==> config.mk <==
export PLATFORM = sky130hd
export DESIGN_NAME = ext_mem_reader_cmd_gen
export DESIGN_NICKNAME = d
export VERILOG_FILES = /design/src/rtl/ext_mem_reader_cmd_gen.sv
export SDC_FILE = /design/constraint.sdc
export NUM_CORES = 1
export LEC_CHECK = 0
export ABC_CLOCK_PERIOD_IN_PS = 14100
export CAP_MARGIN = 0
export CORE_ASPECT_RATIO = 0.6
export CORE_MARGIN = 8
export CORE_UTILIZATION = 43
export CTS_CLUSTER_DIAMETER = 50
export DETAILED_ROUTE_END_ITERATION = 10
export PLACE_DENSITY = 0.57
export RECOVER_POWER = 100
export SYNTH_ARGS = -nofsm -noshare
export SYNTH_HDL_FRONTEND = slang
export SYNTH_SLANG_ARGS = --single-unit
==> constraint.sdc <==
create_clock -name clk -period 14.1 [get_ports clk]
set_input_delay 1.41 -clock clk [delete_from_list [all_inputs] [get_ports clk]]
set_output_delay 1.41 -clock clk [all_outputs]
set_load 0.02 [all_outputs]
==> src/rtl/ext_mem_reader_cmd_gen.sv <==
// Read-command to address-beat generator: a FWFT command FIFO feeds an IDLE/LOAD/BURST FSM
// that emits one strobed beat per DATA_W word. EXT_MEM_READER_TAG_EN carries TAG through to beat_tag.
module ext_mem_reader_cmd_gen #(
  parameter int DATA_W      = 32,
  parameter int ADDR_W      = 32,
  parameter int CMD_FIFO_AW = 3
) (
  input  logic                   clk,
  input  logic                   rst_n,
  input  logic [71:0]            cmd_data,
  input  logic                   cmd_valid,
  output logic                   cmd_ready,
  output logic [ADDR_W-1:0]      beat_addr,
  output logic [DATA_W/8-1:0]    beat_strb,
  output logic                   beat_last,
  output logic [3:0]             beat_tag,
  output logic                   beat_valid,
  input  logic                   beat_ready,
  output logic                   err_zero_len,
  output logic                   busy,
  output logic [CMD_FIFO_AW:0]   cmd_fifo_level
);

  localparam int BYTES = DATA_W / 8;
  localparam int LB    = $clog2(BYTES);
  localparam int DEPTH = 1 << CMD_FIFO_AW;
`ifdef EXT_MEM_READER_TAG_EN
  localparam int FIFO_W = 72;
`else
  localparam int FIFO_W = 68;
`endif

  typedef enum logic [1:0] {S_IDLE, S_LOAD, S_BURST} state_e;

  logic [FIFO_W-1:0]    mem_q [DEPTH];
  logic [CMD_FIFO_AW:0] wr_ptr_q, rd_ptr_q, level;
  logic [FIFO_W-1:0]    fifo_in, head;
  logic                 full, empty, push, pop;

  state_e               state_q;
  logic [22:0]          btt_q;
  logic [ADDR_W-1:0]    saddr_q;
  logic [23:0]          rem_q;
  logic [BYTES-1:0]     last_mask_q;
  logic [ADDR_W-1:0]    beat_addr_q;
  logic [BYTES-1:0]     beat_strb_q;
  logic                 beat_last_q, beat_valid_q, err_q;

  logic [23:0]          off24, nbeats, lidx;
  logic [BYTES-1:0]     first_mask, last_mask;
  logic [ADDR_W-1:0]    aligned;
  logic                 unused_head;

  // Entry is the command word minus the TAG field when tagging is off.
`ifdef EXT_MEM_READER_TAG_EN
  assign fifo_in = cmd_data;
`else
  assign fifo_in = {cmd_data[71:68], cmd_data[63:0]};
  logic unused_cmd_tag;
  assign unused_cmd_tag = ^cmd_data[67:64];
`endif

  assign level          = wr_ptr_q - rd_ptr_q;
  assign full           = (level == (CMD_FIFO_AW+1)'(DEPTH));
  assign empty          = (level == '0);
  assign cmd_ready      = ~full;
  assign push           = cmd_valid & ~full;
  assign pop            = (state_q == S_IDLE) & ~empty;
  assign head           = mem_q[rd_ptr_q[CMD_FIFO_AW-1:0]];
  assign unused_head    = ^{head[31:23], head[63:32], head[FIFO_W-1:64]};
  assign cmd_fifo_level = level;

  always_ff @(posedge clk) begin
    if (push) mem_q[wr_ptr_q[CMD_FIFO_AW-1:0]] <= fifo_in;
  end

  always_ff @(posedge clk or negedge rst_n) begin
    if (!rst_n) begin
      wr_ptr_q <= '0;
      rd_ptr_q <= '0;
    end else begin
      if (push) wr_ptr_q <= wr_ptr_q + 1'b1;
      if (pop)  rd_ptr_q <= rd_ptr_q + 1'b1;
    end
  end

  always_comb begin
    off24      = 24'(saddr_q & ADDR_W'(BYTES - 1));
    nbeats     = (off24 + {1'b0, btt_q} + 24'(BYTES - 1)) >> LB;
    lidx       = (off24 + {1'b0, btt_q} - 24'd1) & 24'(BYTES - 1);
    first_mask = {BYTES{1'b1}} << off24;
    last_mask  = {BYTES{1'b1}} >> (24'(BYTES - 1) - lidx);
    aligned    = saddr_q & ~ADDR_W'(BYTES - 1);
  end

`ifdef EXT_MEM_READER_TAG_EN
  logic [3:0] tag_q, beat_tag_q;
  always_ff @(posedge clk or negedge rst_n) begin
    if (!rst_n) begin
      tag_q      <= '0;
      beat_tag_q <= '0;
    end else begin
      if (pop) tag_q <= head[67:64];
      if (state_q == S_LOAD && btt_q != '0) beat_tag_q <= tag_q;
    end
  end
  assign beat_tag = beat_tag_q;
`else
  assign beat_tag = '0;
`endif

  always_ff @(posedge clk or negedge rst_n) begin
    if (!rst_n) begin
      state_q      <= S_IDLE;
      btt_q        <= '0;
      saddr_q      <= '0;
      rem_q        <= '0;
      last_mask_q  <= '0;
      beat_addr_q  <= '0;
      beat_strb_q  <= '0;
      beat_last_q  <= 1'b0;
      beat_valid_q <= 1'b0;
      err_q        <= 1'b0;
    end else begin
      err_q <= 1'b0;
      case (state_q)
        S_IDLE: begin
          if (!empty) begin
            btt_q   <= head[22:0];
            saddr_q <= head[32 +: ADDR_W];
            state_q <= S_LOAD;
          end
        end
        S_LOAD: begin
          if (btt_q == '0) begin
            err_q   <= 1'b1;
            state_q <= S_IDLE;
          end else begin
            beat_valid_q <= 1'b1;
            beat_addr_q  <= aligned;
            rem_q        <= nbeats;
            last_mask_q  <= last_mask;
            beat_strb_q  <= (nbeats == 24'd1) ? (first_mask & last_mask) : first_mask;
            beat_last_q  <= (nbeats == 24'd1);
            state_q      <= S_BURST;
          end
        end
        S_BURST: begin
          if (beat_valid_q && beat_ready) begin
            if (beat_last_q) begin
              beat_valid_q <= 1'b0;
              state_q      <= S_IDLE;
            end else begin
              beat_addr_q <= beat_addr_q + ADDR_W'(BYTES);
              rem_q       <= rem_q - 24'd1;
              beat_strb_q <= (rem_q == 24'd2) ? last_mask_q : '1;
              beat_last_q <= (rem_q == 24'd2);
            end
          end
        end
        default: state_q <= S_IDLE;
      endcase
    end
  end

  assign beat_addr    = beat_addr_q;
  assign beat_strb    = beat_strb_q;
  assign beat_last    = beat_last_q;
  assign beat_valid   = beat_valid_q;
  assign err_zero_len = err_q;
  assign busy         = (state_q != S_IDLE) | ~empty;

endmodule

## Word-level counts from Yosys, hierarchy flattened

Memory sizes are Yosys's and may differ from the RTL's. A register that Yosys moved wholly into a read port is not among the register bits.
Index checks and enable logic that the tools add are counted.

| operators by class | value |
|---|---|
| bitwise logic cells | 7 |
| $add $sub $neg | 9 |
| mux-type cells | 31 |
| reduce and logical (&&, ||, !) cells | 13 |
| shift operators | 2 |
| equal/unequal tests | 10 |

Operator list:

| operator | number |
|---|---|
| 32-bit 2-to-1 mux | 3 |
| 24-bit 2-to-1 mux | 3 |
| 32-bit case mux with 2 select lines | 1 |
| 24-bit case mux with 2 select lines | 1 |
| 32-bit by 3-bit adder with 32-bit output (second input constant) | 1 |
| 2-bit by 23-bit adder with 24-bit output | 1 |
| 24-bit by 2-bit adder with 24-bit output (second input constant) | 1 |
| 24-bit by 2-bit equality test with 1-bit output (second input constant) | 1 |
| 4-bit by 24-bit right shift with 4-bit output (first input constant) | 1 |
| 24-bit by 1-bit subtractor with 24-bit output (second input constant) | 1 |
| 23-bit zero test | 1 |
| 22-bit by 1-bit equality test with 1-bit output (second input constant) | 1 |
| 4-bit 2-to-1 mux | 5 |
| 1-bit 2-to-1 mux | 10 |
| 2-bit != test (second input constant) | 5 |
| 4-bit by 1-bit adder with 4-bit output (second input constant) | 2 |
| 2-bit 2-to-1 mux | 4 |
| 4-bit case mux with 2 select lines | 1 |
| 4-bit AND reduction | 2 |
| 2-bit case mux with 3 select lines | 1 |
| 3-bit AND reduction | 2 |
| 4-bit bitwise AND | 1 |
| 4-bit equality test (second input constant) | 1 |
| 4-bit zero test | 1 |
| other kinds (15) | 21 |

| word-level totals | value |
|---|---|
| output and inout port bits | 49 |
| bits in registers | 77 |
| memories kept | 1 |
| memory bits (writable) | 544 |
| logic and storage cells | 83 |
| input bits | 76 |

Memories:

| memory | depth | width | read ports | clocked after memory_dff | write ports | line | RTL |
|---|---|---|---|---|---|---|---|
| mem_q | 8 | 68 | 1 | 1 | 1 | 35 | `logic [FIFO_W-1:0] mem_q [DEPTH];` |

## Longest topological paths before layout

| depth | value |
|---|---|
| depth after elaboration | 8 |
| mapped depth | 15 |
| gate-level depth less buffers | 13 |

## Worst setup path after synthesis

OpenSTA, ideal clock, no wires.

| timing path | value |
|---|---|
| kind | flip-flop to flip-flop |
| from | reg rd_ptr_q[1] |
| to | mem mem_q[6][0], enable pin |
| arrival | 6.397 ns |
| clock period less this slack | 6.944 ns |
| cell stages (with the launch flop) | 12 |
| slack | 7.156 ns |
| data required time | 13.553 ns |
| path buffers | 2 |
| cells stage by stage | dfrtp_1 -> inv_1 -> clkbuf_1 -> ha_1 -> a21o_1 -> a21oi_1 -> xnor2_1 -> nand4_1 -> and2_1 -> clkbuf_1 -> nand2_1 -> nor3b_1 |

| on the way | value |
|---|---|
| cells in the longest elaborated chain, start to end | 6 |

Ends and longest elaborated chain:

| item | line | RTL |
|---|---|---|
| start: declaration | 36 | `logic [CMD_FIFO_AW:0] wr_ptr_q, rd_ptr_q, level;` |
| start signal: assignment | 83 | `if (pop) rd_ptr_q <= rd_ptr_q + 1'b1;` |
| 4-bit subtractor | 63 | `assign level = wr_ptr_q - rd_ptr_q;` |
| net cmd_fifo_level[3] | 21 | `output logic [CMD_FIFO_AW:0] cmd_fifo_level` |
| 4-bit equality test | 64 | `assign full = (level == (CMD_FIFO_AW+1)'(DEPTH));` |
| 1-bit NOT | n/a |  |
| net cmd_ready | 12 | `output logic cmd_ready,` |
| 1-bit bitwise AND | 67 | `assign push = cmd_valid & ~full;` |
| 1-bit 2-to-1 mux | 74 | `if (push) mem_q[wr_ptr_q[CMD_FIFO_AW-1:0]] <= fifo_in;` |
| 1-bit 2-to-1 mux (implied by the code) | 74 |  |
| end: declaration | 35 |  |

The timed path passes the listed nets, and every way through them passes these cells.

## Worst setup path in the final report

| timing path | value |
|---|---|
| from | reg rd_ptr_q[1] |
| to | mem mem_q[1][37], enable pin |

| on the way | value |
|---|---|
| cells in the longest elaborated chain, start to end | 6 |

Ends and longest elaborated chain:

| item | line |
|---|---|
| 4-bit subtractor | 63 |
| 4-bit equality test | 64 |
| 1-bit NOT | 67 |
| 1-bit bitwise AND | 67 |
| 1-bit 2-to-1 mux | 74 |
| 1-bit 2-to-1 mux (implied by the code) | 74 |

No other way between the ends.

==> impl_metrics.ini <==
[global_route]
grt_pass1_wl_um = 87300
grt_start_max_net_pins = 108
antenna_found_initial = 9
overflow = 0
grt.total_usage_pct = 17.9
grt_pass1_vias = 14077

[die]
die_x_um = 321
std_cell_rows = 67
die-area_mm2 = 0.0640
die_h_um = 199
core_area_mm2 = 0.0556
io_pins = 125
initial_core_util_pct = 43.3

[power_and_ir_drop]
ir_worst_vdd_mv = 0.159
p_sw_w = 0.00233
swShare_pct = 36.7
total_leakage_power_nw = 9.20
p_clk_share_pct = 23.1
intPower_w = 0.00400
sequentialPowerShare_pct = 40.8
p_comb_share_pct = 36.0
total_power_w = 0.00633
p_per_area_mw_per_mm2 = 230

[logic_synthesis]
synth_compound_area_share_pct = 6.85
synthMuxAreaShare_pct = 10.4
synth.most_common_cell = edfxtp_1
synth_top_family_by_area = multiplexers
yosys_register_bits = 570
synth_top_area_share_pct = 54.9
yosys_warnings = 0
yosysTopAreaCell = edfxtp_1
synth_ff_type = edfxtp_1
synthXorXnorAreaFrac_pct = 1.97
synthAdderAreaFrac_pct = 0.790
seq_area_frac_synth_pct = 68.4
synth.distinct_cells = 73
synth_cells = 1641
synth_edf_count = 440
syn_avg_cell_area_um2 = 14.7
synth_area_mm2 = 0.0241
netlist_top_cells_area = edfxtp_1, dfrtp_1, mux4_2, nand2_1, a21oi_1
synthTopCellsByCount = edfxtp_1, nand2_1, dfrtp_1
async_flop_share_pct = 22.8
yosys.area_share.simple_pct = 9.23

[outcome]
outcome = complete, but fails checks
violations = capacitance limit, slew limit

[cts]
insertion_delay_ns = 0.59
post_cts_buffers = 0
clockRootBuffer = clkbuf_16
hold_buffers = 0
cts_tree = done
htree_levels = 2
clkSlewWorstSetupHoldPaths_ns = 0.06
max-clock-path-buffers = 3
numCtsBuffers = 56
numClockSinks = 570
cts_resized = 0

[hold_path]
hp-class = reg -> reg

[routing]
vias = 14080
vias_per_cell = 5.57
wire_per_inst_um = 22.7
drtAntennaViolNets = 0
drt_iter0_markers = 1194
drcViolationCount = 0
wl_um = 57300
drtPass1Iterations = 5

[timing]
period_share_pct = 63.2
drv_slew = 809
tightest_slew_ns = 4.86
slew_headroom_pct = -224
rsz0062_at_grt = no
fmax_mhz = 112
whs_ns = 0.463
setup_viol = 0
final.min_clock_period_ns = 8.92
tns_ns = 0
finalHoldViolCount = 0
finalClockSkew_ns = 0.0189

[setup_path]
path_class = reg -> reg
cp-start-kind = flop
crit_fanout = 57
worstPathCellList = inv_1, clkbuf_1, ha_1, a21o_1, a21oi_1, xnor2_1, nand4_1, and2_0, nand2_1, nor3_1, clkbuf_1, clkbuf_1
crit_arrival_ns = 9.03
cp-end-kind = flop
cp_common_cell = clkbuf_1
cp.required_ns = 14.21
cp_slowest_stage_delay_ns = 2.61
worst_path_max_delay_cell = clkbuf_1

[final_layout]
area_delta_synth_final_pct = 14.4
nets = 1810
drive_above_1_share_pct = 12.2

[flow_run]
maxCapViolations = 17

[place]
place_hpwl_um = 33000
gp_congestion = 0.817
numPortBuffers = 101
cell type report:
class                      instances  area [µm²]
antenna                            3        7.51
clock buffer                      86        1570
clock inverter                    19         210
fill                            4723       28000
inverter                          27         101
multi-input combinational        941        7090
sequential                       570       16500
tap                              759         950
timing repair buffer             124        1130
per-stage QoR:
stage          setup slack, ns  instance area (µm²)  instances  util (%)
2_1_floorplan             7.16                24100       1646         -
3_3_place_gp              8.96                25900       2421      46.5
3_5_place_dp              8.92                25900       2421      46.5
4_1_cts                   8.62                27600       2526      49.7
5_1_grt                   4.58                27500       2526      49.5
6_report                  5.18                27500       2529      49.5
kinds of logic (layout without fill, tap and decap cells):
kind of cell,count (synthesis),after routing
multiplexers,113,113
adder cells (fa/ha/maj),14,14
AND/OR/NAND/NOR,477,477
buffers and inverters,135,256
XOR/XNOR,54,54
flip-flops,570,570
AO/OA/AOI/OAI,277,277
other,1,9
sequential cells by signal, summed over array words and instances (netlist names):
signal and cells:
rd_ptr_q 4, saddr_q 32, beat_valid 1, mem_q 440, state_q 2, beat_strb 4, beat_addr 30, wr_ptr_q 4
beat_last 1, err_zero_len 1, last_mask_q 4, rem_q 24, btt_q 23
power by group through the flow:
stage                     sequential (W)  combinational [W]  clock (W)
after global routing             0.00263            0.00252    0.00156
after CTS                        0.00256            0.00234    0.00150
final                            0.00258            0.00228    0.00146
after global placement           0.00258            0.00230          0
after floorplan                  0.00249            0.00166          0
after detailed placement         0.00259            0.00233          0
worst max-delay path: cells and delay by family, from the launching register on:
kind,cells,cell delay (ns)
buf+inv,4,6.01
fa+ha+maj,1,0.62
xor+xnor,1,0.13
simple gates,4,0.86
flops,1,0.40
compound gates,2,0.35
metal layers:
layer | track usage [%] | vias to the layer above | share of wire [%]
met5 | 0 | - | 0.061
met4 | 3.20 | 6 | 1.4
met3 | 3.70 | 80 | 6.3
met2 | 27.7 | 331 | 45
met1 | 26.4 | 7227 | 47
li1 | - | 6436 | -
path summary, 6_finish.rpt:
| path | slack (ns) | endpoint | from | cells past startpoint |
|---|---|---|---|---|
| worst min-delay path | 0.46 | last_mask_q[0] | last_mask_q[0] | 1 |
| max in group asynchronous | 6.08 | rd_ptr_q[2] | rst_n | 2 |
| worst max register to register | 5.18 | mem_q[1][37] | rd_ptr_q[1] | 12 |
| worst max-delay path | 5.18 | mem_q[1][37] | rd_ptr_q[1] | 12 |
| worst min register to register | 0.46 | last_mask_q[0] | last_mask_q[0] | 1 |
| min in group asynchronous | 2.58 | btt_q[3] | rst_n | 1 |
placed cells by master, fill, tap and decap left out, types with 4 or more instances in the layout:
cell	netlist	routed
clkbuf_1	71	41
dfrtp_1	130	127
and3_1	15	15
xnor2_1	37	37
o21ai_0	70	72
or2_2	5	5
nor3b_1	4	4
ha_1	12	12
nor2b_1	6	5
inv_1	27	27
a21oi_1	83	83
clkbuf_8	0	6
clkinv_2	0	6
nand2b_1	8	7
nand3_1	27	27
nand3b_1	4	4
dlygate4sd3_1	0	98
nor2_1	110	108
xor2_1	17	17
conb_1	1	6
nor4_1	19	20
nand2_1	204	204
o22ai_1	12	12
nor3_1	37	36
edfxtp_1	440	440
inv_6	0	4
a31oi_1	66	66
or3_1	7	7
clkbuf_16	0	56
buf_4	7	6
nand4_1	10	10
mux4_2	110	110
a22oi_1	4	4
Power figures use the tool's default switching activity.
